--- src/rtl/dbus_wb_bridge.sv ---
// Data-side bridge: MEM-stage RAM request -> registered Wishbone B3 classic master cycle.
// Stalls the pipeline until ack, and holds read data while MEM is frozen by another stall.
// Optional feature: define DBUS_TIMEOUT_EN to terminate unacked cycles after TIMEOUT_CYCLES.
module dbus_wb_bridge #(
    parameter int unsigned ADDR_W         = 32,
    parameter int unsigned DATA_W         = 32,
    parameter int unsigned TIMEOUT_CYCLES = 255
) (
    input  logic                clk,
    input  logic                rst,
    input  logic                cpu_ce_i,
    input  logic                cpu_we_i,
    input  logic [DATA_W/8-1:0] cpu_sel_i,
    input  logic [ADDR_W-1:0]   cpu_addr_i,
    input  logic [DATA_W-1:0]   cpu_data_i,
    output logic [DATA_W-1:0]   cpu_data_o,
    input  logic [5:0]          stall_i,
    input  logic                flush_i,
    output logic                stallreq_o,
    output logic [ADDR_W-1:0]   wb_adr_o,
    output logic [DATA_W-1:0]   wb_dat_o,
    input  logic [DATA_W-1:0]   wb_dat_i,
    output logic                wb_we_o,
    output logic [DATA_W/8-1:0] wb_sel_o,
    output logic                wb_stb_o,
    output logic                wb_cyc_o,
    input  logic                wb_ack_i,
    output logic                bus_err_o
);

    localparam int unsigned SEL_W = DATA_W / 8;

    typedef enum logic [1:0] {
        StIdle,
        StBusy,
        StWaitRelease
    } state_e;

    state_e              state_q, state_d;
    logic [ADDR_W-1:0]   adr_q, adr_d;
    logic [DATA_W-1:0]   dat_q, dat_d;
    logic                we_q, we_d;
    logic [SEL_W-1:0]    sel_q, sel_d;
    logic                stb_q, stb_d;
    logic                cyc_q, cyc_d;
    logic [DATA_W-1:0]   rd_buf_q, rd_buf_d;

    logic mem_hold;
    logic req;
    logic ack_ok;
    logic timeout;

    // Only the MEM-stage hold bit matters to this bridge.
    logic unused_stall;
    assign unused_stall = ^{stall_i[5:4], stall_i[2:0]};

    assign mem_hold = stall_i[3];
    assign req      = cpu_ce_i & ~flush_i;
    assign ack_ok   = (state_q == StBusy) & wb_ack_i & ~flush_i;

`ifdef DBUS_TIMEOUT_EN
    localparam int unsigned CNT_W = $clog2(TIMEOUT_CYCLES + 1);

    logic [CNT_W-1:0] cnt_q, cnt_d;
    logic             bus_err_q;

    // Counter runs only while BUSY without ack; any other cycle (incl. entry) clears it.
    always_comb begin
        cnt_d = '0;
        if (state_q == StBusy && !wb_ack_i) begin
            cnt_d = cnt_q + 1'b1;
        end
    end

    // The edge that would make the counter reach TIMEOUT_CYCLES ends the cycle.
    assign timeout = (state_q == StBusy) & ~wb_ack_i & ~flush_i &
                     (cnt_q == CNT_W'(TIMEOUT_CYCLES - 1));

    // Timeout counter and registered one-cycle error pulse.
    always_ff @(posedge clk or posedge rst) begin
        if (rst) begin
            cnt_q     <= '0;
            bus_err_q <= 1'b0;
        end else begin
            cnt_q     <= cnt_d;
            bus_err_q <= timeout;
        end
    end

    assign bus_err_o = bus_err_q;
`else
    // Parameter only matters when the timeout is built in.
    logic [31:0] unused_timeout;
    assign unused_timeout = TIMEOUT_CYCLES;

    assign timeout   = 1'b0;
    assign bus_err_o = 1'b0;
`endif

    // State and Wishbone output registers; reset drops the bus cycle asynchronously.
    always_ff @(posedge clk or posedge rst) begin
        if (rst) begin
            state_q  <= StIdle;
            adr_q    <= '0;
            dat_q    <= '0;
            we_q     <= 1'b0;
            sel_q    <= '0;
            stb_q    <= 1'b0;
            cyc_q    <= 1'b0;
            rd_buf_q <= '0;
        end else begin
            state_q  <= state_d;
            adr_q    <= adr_d;
            dat_q    <= dat_d;
            we_q     <= we_d;
            sel_q    <= sel_d;
            stb_q    <= stb_d;
            cyc_q    <= cyc_d;
            rd_buf_q <= rd_buf_d;
        end
    end

    // Next-state, bus register updates and combinational pipeline outputs.
    always_comb begin
        state_d    = state_q;
        adr_d      = adr_q;
        dat_d      = dat_q;
        we_d       = we_q;
        sel_d      = sel_q;
        stb_d      = stb_q;
        cyc_d      = cyc_q;
        rd_buf_d   = rd_buf_q;
        stallreq_o = 1'b0;
        cpu_data_o = '0;

        unique case (state_q)
            StIdle: begin
                if (flush_i) begin
                    rd_buf_d = '0;
                    cyc_d    = 1'b0;
                    stb_d    = 1'b0;
                end else if (req) begin
                    stallreq_o = 1'b1;
                    adr_d      = cpu_addr_i;
                    dat_d      = cpu_data_i;
                    we_d       = cpu_we_i;
                    sel_d      = cpu_sel_i;
                    cyc_d      = 1'b1;
                    stb_d      = 1'b1;
                    state_d    = StBusy;
                end
            end

            StBusy: begin
                if (flush_i) begin
                    // Flush wins over a coincident ack; the ack is dropped.
                    cyc_d    = 1'b0;
                    stb_d    = 1'b0;
                    rd_buf_d = '0;
                    state_d  = StIdle;
                end else if (ack_ok || timeout) begin
                    // A timeout behaves like a read ack returning zero.
                    if (timeout) begin
                        rd_buf_d = '0;
                    end else if (!we_q) begin
                        cpu_data_o = wb_dat_i;
                        rd_buf_d   = wb_dat_i;
                    end
                    cyc_d   = 1'b0;
                    stb_d   = 1'b0;
                    we_d    = 1'b0;
                    sel_d   = '0;
                    state_d = mem_hold ? StWaitRelease : StIdle;
                end else begin
                    stallreq_o = 1'b1;
                end
            end

            StWaitRelease: begin
                if (flush_i) begin
                    rd_buf_d = '0;
                    state_d  = StIdle;
                end else begin
                    cpu_data_o = rd_buf_q;
                    if (!mem_hold) begin
                        state_d = StIdle;
                    end
                end
            end

            default: begin
                state_d = StIdle;
            end
        endcase
    end

    assign wb_adr_o = adr_q;
    assign wb_dat_o = dat_q;
    assign wb_we_o  = we_q;
    assign wb_sel_o = sel_q;
    assign wb_stb_o = stb_q;
    assign wb_cyc_o = cyc_q;

endmodule
--- config.mk ---
export PLATFORM = sky130hd
export DESIGN_NAME = dbus_wb_bridge
export DESIGN_NICKNAME = d
export VERILOG_FILES = /design/src/rtl/dbus_wb_bridge.sv
export SDC_FILE = /design/constraint.sdc
export NUM_CORES = 1
export LEC_CHECK = 0
export BUFFER_PORTS_ARGS = -buffer_cell sky130_fd_sc_hd__buf_2
export CAP_MARGIN = 20
export CORE_ASPECT_RATIO = 1.4
export CORE_MARGIN = 2
export CORE_UTILIZATION = 25
export CTS_BUF_LIST = sky130_fd_sc_hd__clkbuf_4 sky130_fd_sc_hd__clkbuf_8
export CTS_CLUSTER_DIAMETER = 120
export DETAILED_ROUTE_END_ITERATION = 7
export SYNTH_ARGS = -nofsm -noshare
export SYNTH_HDL_FRONTEND = slang
export SYNTH_SLANG_ARGS = --single-unit
export TNS_END_PERCENT = 100
--- constraint.sdc ---
create_clock -name clk -period 5.73 [get_ports clk]
set_input_delay 1.146 -clock clk [delete_from_list [all_inputs] [get_ports clk]]
set_output_delay 1.146 -clock clk [all_outputs]
set_load 0.02 [all_outputs]
==> flow_summary.json <==
{
  "synth-edff-count": 0,
  "synth.area.top_cells": "dfrtp_1 58%, a22o_1 12%, mux2_2 9.3%, mux2_1 8.1%, buf_4 2.2%",
  "clkTransAtPathRegs_ns": 0.10,
  "reg2reg_depth": 5,
  "skew_ns": 0.0122,
  "ios": 217,
  "synthToLayoutAreaGrowth_pct": 32.4,
  "tritoncts": "built",
  "maxSlewHeadroom": 0.436,
  "min_to": "wb_sel_o[2]",
  "post_cts_buffers": 0,
  "fmax_ghz": 0.276,
  "synthMostInstantiatedCell": "dfrtp_1",
  "drt_pass1_iterations": 5,
  "rsz0062_at_grt": "false",
  "drtAntennaViolNets": 0,
  "p_leak_nw": 2.99,
  "clock_latency_ns": 0.38,
  "layout.nets": 622,
  "grt_max_degree": 69,
  "wl_um": 11200,
  "yosys_warnings": 0,
  "vias": 3332,
  "root_buffer": "clkbuf_8",
  "layout_setup_ws_ns": 2.11,
  "antenna_found_initial": 2,
  "viasPerCell": 4.45,
  "synthArstFlopShare": 1.00,
  "ys_ff_latch": 104,
  "gp_congestion": 0.711,
  "drc": 0,
  "ctsHoldBuffers": 0,
  "syn_inst": 304,
  "yosysTopAreaCell": "dfrtp_1",
  "grt_pass1_vias": 3433,
  "drtIter0Drc": 120,
  "hp-class": "reg2reg",
  "die_area_um2": 18900,
  "drive_gt1_frac": 0.541,
  "finalHoldViolCount": 0,
  "syn_avg_cell_area_um2": 14.7,
  "crit_path_end_kind": "primary output",
  "start_util": 0.256,
  "grt.overflow.total": 0,
  "dp_slack_ns": 2.11,
  "rows": 57,
  "ctsResizeCount": 0,
  "numPortBuffers": 210,
  "dp_hpwl_um": 8000,
  "hold_depth": 1,
  "setup_viol": 0,
  "period_needed_ns": 3.62,
  "timing.reg2reg.setup_slack_ns": 3.52,
  "die_w_um": 117,
  "status": "finished, final reports clean",
  "coreArea_um2": 17400,
  "cts_sinks": 104,
  "syn_area_um2": 4460,
  "slew_violations": 0,
  "worstPathRequired_ns": 4.58,
  "cts_buffers": 9,
  "timing.rr.start": "state_q[0]",
  "ir_drop_mv": 0.218,
  "period_share": 0.632,
  "syn_nets": 419,
  "worstPathArrival_ns": 2.48,
  "drv_cap": 0,
  "wl_per_cell_um": 15.0,
  "dp_cells": 732,
  "p_per_area_nw_per_um2": 474,
  "clock_path_buffers": 2,
  "die_h_um": 162,
  "ys_seq_area_frac": 0.584,
  "final_cells": 749,
  "startpoint_type": "input port",
  "ys_types": 30,
  "crit_fanout": 32,
  "synth_flop_cell": "dfrtp_1",
  "worst_pin_slew_ns": 0.846,
  "holdCritStartpoint": "wb_sel_o[2]",
  "yosys-top-cells-count": "104 x dfrtp_1, 63 x a22o_1, 37 x mux2_2, 32 x mux2_1, 13 x buf_4",
  "yosys.area.top_type_share": 0.584,
  "r2r-end": "wb_adr_o[7]",
  "grt_pass1_wl_um": 17100,
  "grt_use_total": 0.117,
  "setup.worst_path.class": "in2out",
  "htreeDepth": 3,
  "fin_setup_tns_ns": 0
}
## cell usage in the layout (no fill, tap or decap), types with 2 or more instances in the layout
cell / n
a21oi_1: 3
nor3b_4: 2
inv_6: 4
a22o_1: 63
nand2b_1: 3
mux2_2: 37
ha_1: 3
dfrtp_1: 104
mux2_1: 32
inv_1: 3
o21ai_0: 2
a211o_1: 2
clkbuf_8: 9
nand3b_4: 2
nor2b_1: 6
nand2_1: 4
buf_4: 6
buf_2: 210
## power breakdown
part	switching, mW	internal [mW]
logic	0.691	0.462
registers	0.150	1.01
clock network	0.274	0.211
## metal layers
layer,up-vias,routed length [um],global-route usage
li1,1522,-,-
met1,1668,4300,0.124
met4,2,256,0.0551
met5,-,15,0
met2,125,5900,0.212
met3,15,731,0.0306
## per-stage QoR
stage	hold slack, ns	power, mW	instance area, um2	utilization
2_1_floorplan	0.471	1.93	4460	-
3_3_place_gp	0.467	2.31	5690	0.327
3_5_place_dp	0.470	2.35	5690	0.327
4_1_cts	0.496	2.85	5900	0.339
5_1_grt	0.499	2.97	5900	0.339
6_report	0.489	2.80	5900	0.339
## how the worst max path moves through the flow
stage | start | to | slack [ns] | cells past startpoint
finish | flush_i | cpu_data_o[11] | 2.11 | 6
CTS | state_q[1] | cpu_data_o[31] | 2.07 | 7
global route | state_q[1] | cpu_data_o[11] | 1.93 | 7
detailed placement | flush_i | cpu_data_o[31] | 2.11 | 6
floorplan | rst | rd_buf_q[0] | 1.85 | 1
global placement | flush_i | cpu_data_o[31] | 2.14 | 6
## layout make-up
cell class                      instances  area, um2
Tap cell                              236        295
Inverter                                4       17.5
Multi-Input combinational cell        172       1680
Clock inverter                          7       83.8
Sequential cell                       104       2600
Fill cell                            1785      11500
Antenna cell                            1       2.50
Timing Repair Buffer                  216       1100
Clock buffer                            9        124
## registers in the layout, indices dropped and copies added (netlist names)
name / flops
rd_buf_q: 32
state_q: 2
wb_adr_o: 32
wb_cyc_o: 1
wb_dat_o: 32
wb_sel_o: 4
wb_we_o: 1
## worst max-delay path, stage by stage
cell	delay [ns]
buf_2	0.16
nand3b_4	0.21
nor3b_4	0.21
buf_4	0.38
a22o_1	0.20
buf_2	0.17
## cells by family (layout without fill, tap and decap cells)
kind of cell    Yosys count  after routing  synth area share
buf+inv                  28            236            0.0432
fa+ha+maj                 3              3           0.00842
other cells               1              2          0.000841
mux                      70             70             0.176
flops                   104            104             0.584
simple gates             25             25            0.0488
compound gates           73             73             0.139
Power figures use the tool's default switching activity.
